## src/rtl/ysyx_23060096_pkg.sv

```systemverilog
// Shared IFU definitions: fetch FSM state encodings, default boot address,
// counter width and a word-alignment helper.
package ysyx_23060096_pkg;

  typedef enum logic [1:0] {
    IFU_IDLE = 2'd0,
    IFU_REQ  = 2'd1,
    IFU_WAIT = 2'd2,
    IFU_HOLD = 2'd3
  } ifu_state_e;

  localparam logic [31:0] IFU_RESET_PC = 32'h8000_0000;
  localparam int          PERF_CNT_W   = 32;

  function automatic logic [31:0] word_align(input logic [31:0] addr);
    return {addr[31:2], 2'b00};
  endfunction

endpackage

```

## src/rtl/ysyx_23060096_perf_cnt.sv

```systemverilog
// Free-running event counter: +1 on each cycle i_inc is high, wraps at 2^32.
// Output is the registered count; no backpressure.
module ysyx_23060096_perf_cnt
  import ysyx_23060096_pkg::*;
(
  input  logic                  clk,
  input  logic                  rstn,
  input  logic                  i_inc,
  output logic [PERF_CNT_W-1:0] o_cnt
);

  logic [PERF_CNT_W-1:0] r_cnt;

  always_ff @(posedge clk or negedge rstn) begin
    if (!rstn) begin
      r_cnt <= '0;
    end else if (i_inc) begin
      r_cnt <= r_cnt + {{(PERF_CNT_W-1){1'b0}}, 1'b1};
    end
  end

  assign o_cnt = r_cnt;

endmodule

```

## src/rtl/ysyx_23060096_ifu.sv

```systemverilog
// Instruction fetch unit: one outstanding request, REQ/WAIT/HOLD (3 cycles min), held until decode takes it.
// Optional counters under YSYX_23060096_IFU_PERF_EN.
module ysyx_23060096_ifu
  import ysyx_23060096_pkg::*;
#(
  parameter logic [31:0] RESET_PC = IFU_RESET_PC
) (
  input  logic        clk,
  input  logic        rstn,
  output logic        imem_req_valid,
  input  logic        imem_req_ready,
  output logic [31:0] imem_req_addr,
  input  logic        imem_rsp_valid,
  input  logic [31:0] imem_rsp_data,
  output logic        inst_valid,
  input  logic        inst_ready,
  output logic [31:0] inst,
  output logic [31:0] pc,
  input  logic        redirect_valid,
  input  logic [31:0] redirect_pc
`ifdef YSYX_23060096_IFU_PERF_EN
  ,
  output logic [31:0] perf_fetch_cnt,
  output logic [31:0] perf_stall_cnt
`endif
);

  ifu_state_e  r_state;
  logic [31:0] r_fetch_pc;
  logic [31:0] r_req_addr;
  logic        r_req_valid;
  logic [31:0] r_inst;
  logic [31:0] r_pc;
  logic        r_inst_valid;
  logic        r_stale;

  logic [31:0] w_redir_pc;
  logic [31:0] w_refetch_pc;
  logic [31:0] w_next_pc;

  assign w_redir_pc   = word_align(redirect_pc);
  assign w_refetch_pc = redirect_valid ? w_redir_pc : r_fetch_pc;
  assign w_next_pc    = redirect_valid ? w_redir_pc : r_fetch_pc + 32'd4;

  // r_req_addr is separate from r_fetch_pc so a redirect cannot move a request still waiting for ready.
  always_ff @(posedge clk or negedge rstn) begin
    if (!rstn) begin
      r_state      <= IFU_IDLE;
      r_fetch_pc   <= RESET_PC;
      r_req_addr   <= RESET_PC;
      r_req_valid  <= 1'b0;
      r_inst       <= 32'd0;
      r_pc         <= RESET_PC;
      r_inst_valid <= 1'b0;
      r_stale      <= 1'b0;
    end else begin
      if (redirect_valid) begin
        r_fetch_pc <= w_redir_pc;
      end
      case (r_state)
        IFU_IDLE: begin
          r_state     <= IFU_REQ;
          r_req_valid <= 1'b1;
          r_req_addr  <= w_refetch_pc;
        end
        IFU_REQ: begin
          if (redirect_valid) begin
            r_stale <= 1'b1;
          end
          if (imem_req_ready) begin
            r_req_valid <= 1'b0;
            r_state     <= IFU_WAIT;
          end
        end
        IFU_WAIT: begin
          if (imem_rsp_valid) begin
            // A redirect arriving with the response makes that response stale too.
            if (r_stale || redirect_valid) begin
              r_stale     <= 1'b0;
              r_state     <= IFU_REQ;
              r_req_valid <= 1'b1;
              r_req_addr  <= w_refetch_pc;
            end else begin
              r_inst       <= imem_rsp_data;
              r_pc         <= r_fetch_pc;
              r_inst_valid <= 1'b1;
              r_state      <= IFU_HOLD;
            end
          end else if (redirect_valid) begin
            r_stale <= 1'b1;
          end
        end
        IFU_HOLD: begin
          if (inst_ready || redirect_valid) begin
            r_inst_valid <= 1'b0;
            r_fetch_pc   <= w_next_pc;
            r_req_addr   <= w_next_pc;
            r_req_valid  <= 1'b1;
            r_state      <= IFU_REQ;
          end
        end
        default: begin
          r_state <= IFU_IDLE;
        end
      endcase
    end
  end

  assign imem_req_valid = r_req_valid;
  assign imem_req_addr  = r_req_addr;
  assign inst_valid     = r_inst_valid;
  assign inst           = r_inst;
  assign pc             = r_pc;

`ifdef YSYX_23060096_IFU_PERF_EN
  logic w_fetch_inc;
  logic w_stall_inc;

  assign w_fetch_inc = r_inst_valid & inst_ready;
  assign w_stall_inc = (r_state == IFU_WAIT);

  ysyx_23060096_perf_cnt u_fetch_cnt (
    .clk   (clk),
    .rstn  (rstn),
    .i_inc (w_fetch_inc),
    .o_cnt (perf_fetch_cnt)
  );

  ysyx_23060096_perf_cnt u_stall_cnt (
    .clk   (clk),
    .rstn  (rstn),
    .i_inc (w_stall_inc),
    .o_cnt (perf_stall_cnt)
  );
`endif

endmodule

```

## config.mk

```make
export PLATFORM = sky130hd
export DESIGN_NAME = ysyx_23060096_ifu
export DESIGN_NICKNAME = d
export VERILOG_FILES = /design/src/rtl/ysyx_23060096_pkg.sv /design/src/rtl/ysyx_23060096_perf_cnt.sv /design/src/rtl/ysyx_23060096_ifu.sv
export SDC_FILE = /design/constraint.sdc
export NUM_CORES = 1
export LEC_CHECK = 0
export CAP_MARGIN = 15
export CORE_ASPECT_RATIO = 1.1
export CORE_UTILIZATION = 40
export DETAILED_ROUTE_END_ITERATION = 10
export PLACE_DENSITY = 0.65
export SLEW_MARGIN = 20
export SYNTH_ARGS = -nofsm -noshare
export SYNTH_HDL_FRONTEND = slang
export SYNTH_SLANG_ARGS = --single-unit
```

## constraint.sdc

```tcl
create_clock -name clk -period 3.25 [get_ports clk]
set_clock_uncertainty 0.1 [all_clocks]
set_input_delay 0.8125 -clock clk [delete_from_list [all_inputs] [get_ports clk]]
set_output_delay 0.8125 -clock clk [all_outputs]
set_load 0.03 [all_outputs]
```

==> metrics.yaml <==
outcome:
  status: "finished, final reports clean"
sta:
  rsz0062_at_grt: "no"
  fin_tns_setup_ns: 0
  tightest_slew_ns: 0.740
  maxSlewViolCount: 0
  finalCritPeriodShare_pct: 79.9
  hold_viol: 0
  fin_ws_ns: 0.652
  relSlewSlack_pct: 50.6
  fin_crit_ns: 2.60
  clock.fmax_ghz: 0.385
  setup_violations: 0
final_layout:
  final_nets: 828
  drive_gt1_share_pct: 19.7
  layout_commonest_cell: "clkdlybuf4s50_1"
  areaGrowthSynthToFinish_pct: 37.0
  fin_area_um2: 9020
  antennaDiodeCount: 0
  final_cell_mix: "164 x clkdlybuf4s50_1, 130 x dfrtp_1, 76 x mux2_2"
clock_network:
  cts_root_buf: "clkbuf_16"
  numCtsBuffers: 17
  clk_pin_slew_worst_paths_ns: 0.06
  cts_resized: 0
  clock_path_buffers: 2
  cts_tree: "yes"
  clock_sinks: 133
  htree_levels: 4
  insertion_delay_ns: 0.41
  cts_setup_buffers: 0
  cts_hold_buf: 0
grt:
  antenna_found_initial: 0
  track_usage_pct: 20.7
  grt_overflow: 0
  grt_pass1_wl_mm: 27.5
  grt_max_degree: 65
  grt_pass1_vias: 5362
flow_run:
  max_cap_viol_count: 0
synth:
  synthArstFlopShare_pct: 100
  syn_nets: 676
  synth-edff-count: 0
  synth_seq_cells: 133
  ys.flop_type: "dfrtp_1"
  netlist_area_um2: 6580
  yosysUniqueCellTypes: 53
  ys_seq_area_share_pct: 50.6
  ys_warn_count: 0
  syn_inst: 601
  synth_area_per_cell_um2: 11.0
placed_design:
  dpl-instance-area_um2: 8420
  place_ws_ns: 0.271
  port_buffers: 165
  finalWeightedCongestion: 0.857
  hpwlAfterDp_mm: 12.3
setup_path:
  critPathKind: "flip-flop to flip-flop"
  crit_path_end_kind: "flip-flop"
  slowest_delay_ns: 0.59
  cp_slowest_cell: "ha_1"
  worstPathMaxFanout: 15
  path_delay_family: "simple AND/OR/NAND/NOR gates"
  crit_chain: "ha_1 -> buf_4 -> nor2b_1 -> nand4_1 -> nor4_2 -> mux2_2 -> a21oi_1"
  arrival_ns: 2.84
  crit_buf_inv: 1
  worstPathRequired_ns: 3.49
  worstSetupStartpointType: "flip-flop"
floorplanning:
  start_util_pct: 41.4
  core.rowCount: 48
  die_x_um: 124
  core-area_um2: 15900
  dieHeight_um: 137
  io_pins: 168
  dieArea_um2: 17000
pwr:
  power.density_nw_per_um2: 878
  p_leak_uw: 0.00372
  ir_worst_vdd_uv: 541
route:
  remaining_drc_errors: 0
  vias_per_cell: 5.31
  routed_wl_mm: 17.0
  first_pass_iters: 5
  dr_total_vias: 5131
  final_antenna_net_count: 0
  drt-wirelength-per-cell_um: 17.6
  first_iter_violations: 310
hold_path:
  hold_path_class: "input port to async pin"
## power by group
group / internal [uW] / switching, uW / leakage, uW
Combinational: 1500 / 1930 / 0.00177
Sequential: 2210 / 381 / 0.00167
Clock: 1190 / 699 / 0.000281
## layout make-up
class	instances	area (um^2)
Clock inverter	6	65.1
Timing Repair Buffer	183	1830
Tap cell	200	250
Sequential cell	133	3330
Multi-Input combinational cell	410	2990
Inverter	8	30.0
Clock buffer	26	529
Fill cell	1363	6900
## cells by family after synthesis
group           count (synthesis)  share of synthesized area, %
compound gates                 84                          8.40
xor+xnor                       47                          6.25
fa+ha+maj                       5                         0.950
buf+inv                        58                          4.18
flops                         133                          50.6
mux                            80                          13.6
simple gates                  194                          16.0
## metrics by stage
stage / hold WS (ns) / utilization (%) / power [uW] / std cells
after floorplan: 0.371 / - / 4570 / 601
after global placement: 0.370 / 52.9 / 6000 / 934
final: 0.174 / 56.7 / 7920 / 966
after detailed placement: 0.367 / 52.9 / 6090 / 934
after CTS: 0.173 / 56.7 / 8010 / 966
after global routing: 0.184 / 56.7 / 8330 / 966
## worst paths after layout
path / endpoint / cells after the start / slack, ns / startpoint
max reg2reg: imem_req_addr[27] / 7 / 0.65 / r_state[0]
min reg2reg: imem_req_addr[5] / 2 / 0.38 / imem_req_addr[5]
max: imem_req_addr[27] / 7 / 0.65 / r_state[0]
min: pc[5] / 1 / 0.17 / rstn
max in group asynchronous: pc[22] / 2 / 2.07 / rstn
min in group clk: imem_req_addr[5] / 2 / 0.38 / imem_req_addr[5]
## Yosys cell counts (6+ instances only)
| library cell | instances | area [um^2] |
|---|---|---|
| dfrtp_1 | 130 | 3250 |
| mux2_2 | 76 | 856 |
| nand3_1 | 15 | 75.1 |
| o21ai_0 | 22 | 110 |
| nand2b_1 | 7 | 43.8 |
| buf_1 | 6 | 22.5 |
| nand4_1 | 10 | 62.6 |
| inv_1 | 8 | 30.0 |
| a21oi_1 | 23 | 115 |
| nor4_1 | 6 | 37.5 |
| xor2_1 | 12 | 105 |
| and4_1 | 6 | 52.6 |
| xnor2_1 | 35 | 307 |
| a221oi_1 | 9 | 78.8 |
| nor2_1 | 52 | 195 |
| nor3_1 | 18 | 90.1 |
| nor4_2 | 7 | 87.6 |
| buf_2 | 21 | 105 |
| clkbuf_1 | 18 | 67.6 |
| nand2_1 | 45 | 169 |
## metal layers
metal,vias up,wire length [um],GRT usage (%),part of all wire [%]
met5,-,0,0,0
met1,2560,7320,25.5,43
met2,139,8740,35.7,51
li1,2413,-,-,-
met3,19,732,4.65,4.3
met4,0,214,7.50,1.3
## state kept, by name, summed over array words and instances, names as in the netlist
register	flops
r_state	2
inst_valid	1
imem_req_addr	32
r_stale	1
inst	32
pc	32
r_fetch_pc	32
imem_req_valid	1
Note: power is estimated with default switching activity, not from simulation.
